<file path="config.mk">
export PLATFORM = sky130hd
export DESIGN_NAME = shift_sequencer
export DESIGN_NICKNAME = d
export VERILOG_FILES = /design/src/rtl/shift_sequencer.sv
export SDC_FILE = /design/constraint.sdc
export NUM_CORES = 1
export LEC_CHECK = 0
export ABC_AREA = 0
export BUFFER_PORTS_ARGS = -buffer_cell sky130_fd_sc_hd__buf_2
export CORE_AREA = 2 2 41 43
export CTS_BUF_LIST = sky130_fd_sc_hd__clkbuf_4 sky130_fd_sc_hd__clkbuf_8
export DETAILED_ROUTE_END_ITERATION = 16
export DIE_AREA = 0 0 43 45
export GPL_TIMING_DRIVEN = 0
export PLACE_DENSITY = 0.83
export SYNTH_ARGS = -nofsm -noshare
export SYNTH_HDL_FRONTEND = slang
export SYNTH_SLANG_ARGS = --single-unit
</file>
<file path="constraint.sdc">
create_clock -name clk -period 2.5 [get_ports clk]
set_clock_uncertainty 0.1 [all_clocks]
set_input_delay 0.25 -clock clk [delete_from_list [all_inputs] [get_ports clk]]
set_output_delay 0.25 -clock clk [all_outputs]
set_load 0.02 [all_outputs]
</file>
<file path="src/rtl/shift_sequencer.sv">
// Iterative 0-7 position logical right shifter built around one shared 1-bit shifter.
// Latency: out_valid in the cycle after accept edge + in_amt. Backpressure: result held in DONE until out_ready; in_ready only in IDLE.
// Optional sticky (OR of shifted-out bits) built when STICKY_EN is defined; otherwise out_sticky is tied to 0.

module shift_sequencer_shr1 #(
  parameter int W = 8
) (
  input  logic [W-1:0] d,
  output logic [W-1:0] q
);
  assign q = {1'b0, d[W-1:1]};
endmodule

module shift_sequencer #(
  parameter int DATA_W = 8,
  parameter int AMT_W  = 3
) (
  input  logic              clk,
  input  logic              rst,
  input  logic              in_valid,
  output logic              in_ready,
  input  logic [DATA_W-1:0] in_data,
  input  logic [AMT_W-1:0]  in_amt,
  output logic              out_valid,
  input  logic              out_ready,
  output logic [DATA_W-1:0] out_data,
  output logic              out_sticky,
  output logic              busy
);

  typedef enum logic [1:0] {IDLE, SHIFT, DONE} state_t;

  state_t            state;
  logic [DATA_W-1:0] data_r;
  logic [DATA_W-1:0] shr_q;
  logic [AMT_W-1:0]  cnt_r;

  shift_sequencer_shr1 #(.W(DATA_W)) u_shr1 (
    .d (data_r),
    .q (shr_q)
  );

  // Zero amount skips SHIFT entirely, so the counter never wraps.
  always_ff @(posedge clk or posedge rst) begin
    if (rst) begin
      state  <= IDLE;
      data_r <= '0;
      cnt_r  <= '0;
    end else begin
      case (state)
        IDLE: begin
          if (in_valid) begin
            data_r <= in_data;
            cnt_r  <= in_amt;
            state  <= (in_amt == '0) ? DONE : SHIFT;
          end
        end
        SHIFT: begin
          data_r <= shr_q;
          cnt_r  <= cnt_r - AMT_W'(1);
          if (cnt_r == AMT_W'(1)) state <= DONE;
        end
        DONE: begin
          if (out_ready) state <= IDLE;
        end
        default: state <= IDLE;
      endcase
    end
  end

`ifdef STICKY_EN
  logic sticky_r;

  always_ff @(posedge clk or posedge rst) begin
    if (rst) begin
      sticky_r <= 1'b0;
    end else if (state == IDLE && in_valid) begin
      sticky_r <= 1'b0;
    end else if (state == SHIFT) begin
      sticky_r <= sticky_r | data_r[0];
    end
  end

  assign out_sticky = sticky_r;
`else
  assign out_sticky = 1'b0;
`endif

  // Held low during reset so nothing is accepted while rst is asserted.
  assign in_ready  = (state == IDLE) && !rst;
  assign out_valid = (state == DONE);
  assign out_data  = data_r;
  assign busy      = (state != IDLE);

endmodule

</file>
# == Word level (Yosys, flattened, before mapping) ==
# Index checks and enable logic that the tools add are counted.
# totals
inputBits,15
output_inout_bits,12
register_bits,13
wordCells,27
# op_classes
n_mux,9
reduce_logical,8
addsub,1
eq_ne,6
# op_table
operator,n
$pmux W8 S2,1
$mux W2,4
$mux W8,1
$pmux W2 S3,1
$pmux W3 S2,1
$ne A2 B2 Y1 const B,2
$reduce_bool A2 Y1,2
$eq A3 B1 Y1 const B,1
$logic_not A3 Y1,1
$mux W3,1
$reduce_and A3 Y1,1
$sub A3 B1 Y3 const B,1
$eq A2 B1 Y1 const B,1
$eq A2 B2 Y1 const B,1
$logic_not A2 Y1,1
$ne A2 B1 Y1 const B,1
$reduce_and A2 Y1,1
$logic_and A1 B1 Y1,1
$logic_not A1 Y1,1

# == Logic depth before layout (Yosys ltp) ==
# logic_depth
word_depth,4
ltp_mapped,6
mapped_depth_nobuf,5

# == Hierarchy ==
# A second synthesis with hierarchy kept.
# unflattened
cells_unflattened,88
area_unflattened_um2,819.5
# by_module_without_submodules
module,cells_each,area_each_um2,instances,seq_area_each_um2
shift_sequencer,79,755.7,1,325.3
shift_sequencer_shr1,9,63.8,1,0.0

# == Worst setup path before layout ==
# No wires, ideal clock.
# synth_path
path_kind,register to output
startpoint,register state[0]
endpoint,output in_ready
t_arrival_ps,1255
stages_incl_launch_ff,5
path_buffers,2
t_required_ps,2150
setup_slack_ps,895
cell_sequence,dfrtp_1 > buf_6 > buf_8 > or2_2 > nor2_1
# synth_between
elab_chain_len,2
# synth_rtl
item,line,text
from (decl),33,state_t state;
from (signal assigned),55,state <= (in_amt == '0) ? DONE : SHIFT;
$logic_not A2 Y1,90,assign in_ready = (state == IDLE) && !rst;
$logic_and A1 B1 Y1,90,
to (decl),21,"output logic in_ready,"
# No other way between the ends.

# == Final worst setup path ==
# Same ends and word-level chain as after synthesis.

==> out/qor.txt <==
Mapped Area = 773 µm²
P_sw = 488 µW
Core box area = 1470 µm²
Int Power = 662 µW
Maximum VDD drop = 616 µV
Share of cells above drive strength 1 = 0.339
Finished Layout Cells = 128
Final Max Tran Viols = 0
#FFs+latches synth = 13
Number of flops mapped to enable cells by yosys = 0
Detailed-route DRC error count = 0
P&R area growth vs syn = 23.9%
Post-synth top area cell = dfrtp_1
CTS tree = done
Count leader, synth = dfrtp_1
Post-route setup slack = 0.713 ns
Yosys cell types = 27
Die W = 43 µm
Clock share of power = 0.118
Syn nets = 99
Synth area leaders = dfrtp_1, o21ai_0, a21oi_1
Total GRT Usage = 0.185
Synth Area in Adders = 0.0324
Total clock sinks = 13
TritonRoute pass-1 iters = 4
Fin nets = 130
Critical path's slowest cell = dfrtp_1
Clk Latency, worst-skew pair = 0.26 ns
Slowest cell delay on critical path = 0.38 ns
N_diodes = 0
Slew headroom = 0.658
Post-synthesis mux area share = 0
Die Area = 1940 µm²
Yosys warns = 0
Grt ovf = 0
Seq/Total Area, Yosys = 0.421
Kind of cell adding the most delay to the critical path = buffers and inverters
Maximum number of pins on one net before global-route repair = 14
Asr flop ratio synth = 1.00
Reg power frac = 0.326
RSZ-0062 raised after global routing = no
Total CTS buffers = 3
Crit path buf inv count = 3
RePlAce Congestion = 0.772
Mapped Cells = 82
I/O Pins = 27
Crit path kind = reg -> out
Final instance area = 958 µm²
Crit Path Max Fanout = 10
CP endpoint kind = primary output
First-pass GRT wire length = 2.64 mm
# setup viols final = 0
Largest family of logic cells by synthesized area = compound AO/OA/AOI/OAI gates
Root Buffer = clkbuf_4
Initial Util = 0.526
Initial DRC count = 13
Final Critical Period = 1.79 ns
DRT antenna net count = 0
Filler cells = 129
Wire length per cell = 13.2 µm
Final hold violations = 0
Commonest cells post-synth = dfrtp_1, nand2_1, o21ai_0
Detailed Route WL = 1.68 mm
Status = finished clean
Setup TNS = 0 ns
Placed Cells = 123
Max-cap viol count = 0
Place WS = 1.00 ns
Vias in the first global route = 636
CTS H-Tree Depth = 1
PwrDens = 1200 nW/µm²
CP Data Arrival Time = 1.44 ns
Num rows = 14
Simple-gate share of the synthesized area = 0.186
CP Cell Sequence = buf_6 -> buf_8 -> or2_2 -> nor2_1 -> buf_2
Top cell type's share of synthesized area = 0.421
Post-cts sizing count = 0
Clock-pin transition on the worst setup and hold timing paths = 0.08 ns
CP required = 2.15 ns
Final core utilization = 0.651
Final clock period utilization by the worst path = 0.715
Chip height = 45 µm
Via/cell ratio = 5.34
Xor-xnor portion of the synthesized cell area = 0
Worst-Margin Slew = 0.513 ns
Cts hold-fix bufs = 1
Synth Area in Compound Gates = 0.249
Vias post-DR = 683
Setup crit start kind = register
Type of the worst min-delay path = in -> reg
Initial antenna violation count = 0
Leak = 0.494 nW
DP HPWL = 1.26 mm
Placed cell area = 918 µm²
Max Clock Freq = 0.560 GHz
Post-CTS Setup Bufs = 0
Logic pwr share = 0.556
Mapped Avg Cell Area = 9.43 µm²
PortBufs = 25
Clock tree buffer depth = 2
Sw Share = 0.424
Dominant register cell in the synthesized netlist = dfrtp_1
[power groups by stage]
stage | logic [mW] | registers, mW | clock network (mW)
after global placement | 0.622 | 0.372 | 0
after global routing | 0.698 | 0.389 | 0.148
after detailed placement | 0.638 | 0.381 | 0
after floorplan | 0.417 | 0.433 | 0
after CTS | 0.641 | 0.376 | 0.141
final | 0.639 | 0.375 | 0.136
[final timing paths]
check | startpoint | end | slack (ns) | cells after the start
worst max-delay path | state[0]$_DFFE_PP0P_ | in_ready | 0.71 | 5
worst min-delay path | out_ready | state[1]$_DFFE_PP0P_ | 0.16 | 4
worst max register to register | state[0]$_DFFE_PP0P_ | cnt_r[1]$_DFFE_PP0P_ | 1.19 | 5
worst min register to register | out_data[0]$_DFFE_PP0P_ | out_data[0]$_DFFE_PP0P_ | 0.38 | 2
max in group asynchronous | rst | state[0]$_DFFE_PP0P_ | 1.50 | 3
min in group asynchronous | rst | out_data[5]$_DFFE_PP0P_ | 0.46 | 3
[kinds of logic (layout without fill, tap and decap cells)]
| group | count (synthesis) | after routing |
|---|---|---|
| AO/OA/AOI/OAI | 28 | 28 |
| adder cells (fa/ha/maj) | 2 | 2 |
| buffers and inverters | 13 | 43 |
| flip-flops | 13 | 13 |
| other | 1 | 1 |
| AND/OR/NAND/NOR | 25 | 25 |
[through the flow]
step | hold WS, ns | power [mW]
final | 0.161 | 1.15
after global placement | 0.208 | 0.994
after global routing | 0.162 | 1.24
after floorplan | 0.0270 | 0.850
after CTS | 0.157 | 1.16
after detailed placement | 0.213 | 1.02
[placed cells by master, fill, tap and decap left out, types with 4 or more instances in the layout]
cell type	n
nand2_1	10
dfrtp_1	13
clkbuf_4	4
buf_2	25
inv_1	7
and3b_1	5
o21ai_0	10
a21oi_1	9
[worst register-to-register path, delay by kind of cell (launching register included)]
kind | cells | cell delay (ns)
DFF | 1 | 0.38
and+or+nand+nor | 1 | 0.17
buffers and inverters | 2 | 0.28
AOI/OAI and AO/OA | 2 | 0.28
[area by class of cell]
class                           instances  area (µm²)  share of cell area
Sequential cell                        13         325               0.339
Buffer                                  6        56.3              0.0587
Timing Repair Buffer                   26         135               0.141
Clock buffer                            4        30.0              0.0313
Multi-Input combinational cell         56         365               0.381
Tap cell                               16        20.0              0.0209
Inverter                                7        26.3              0.0274
[sequential cells by signal (all words and copies together), names as in the netlist]
signal / flops
state: 2
cnt_r: 3
out_data: 8
[metal layers]
layer,vias to the layer above,share of wire,GRT usage
met5,-,0,0
met4,0,0.0077,0.0667
met3,2,0.076,0.0400
met2,24,0.49,0.309
met1,315,0.42,0.240
li1,342,-,-
(Power assumes the default switching activity.)
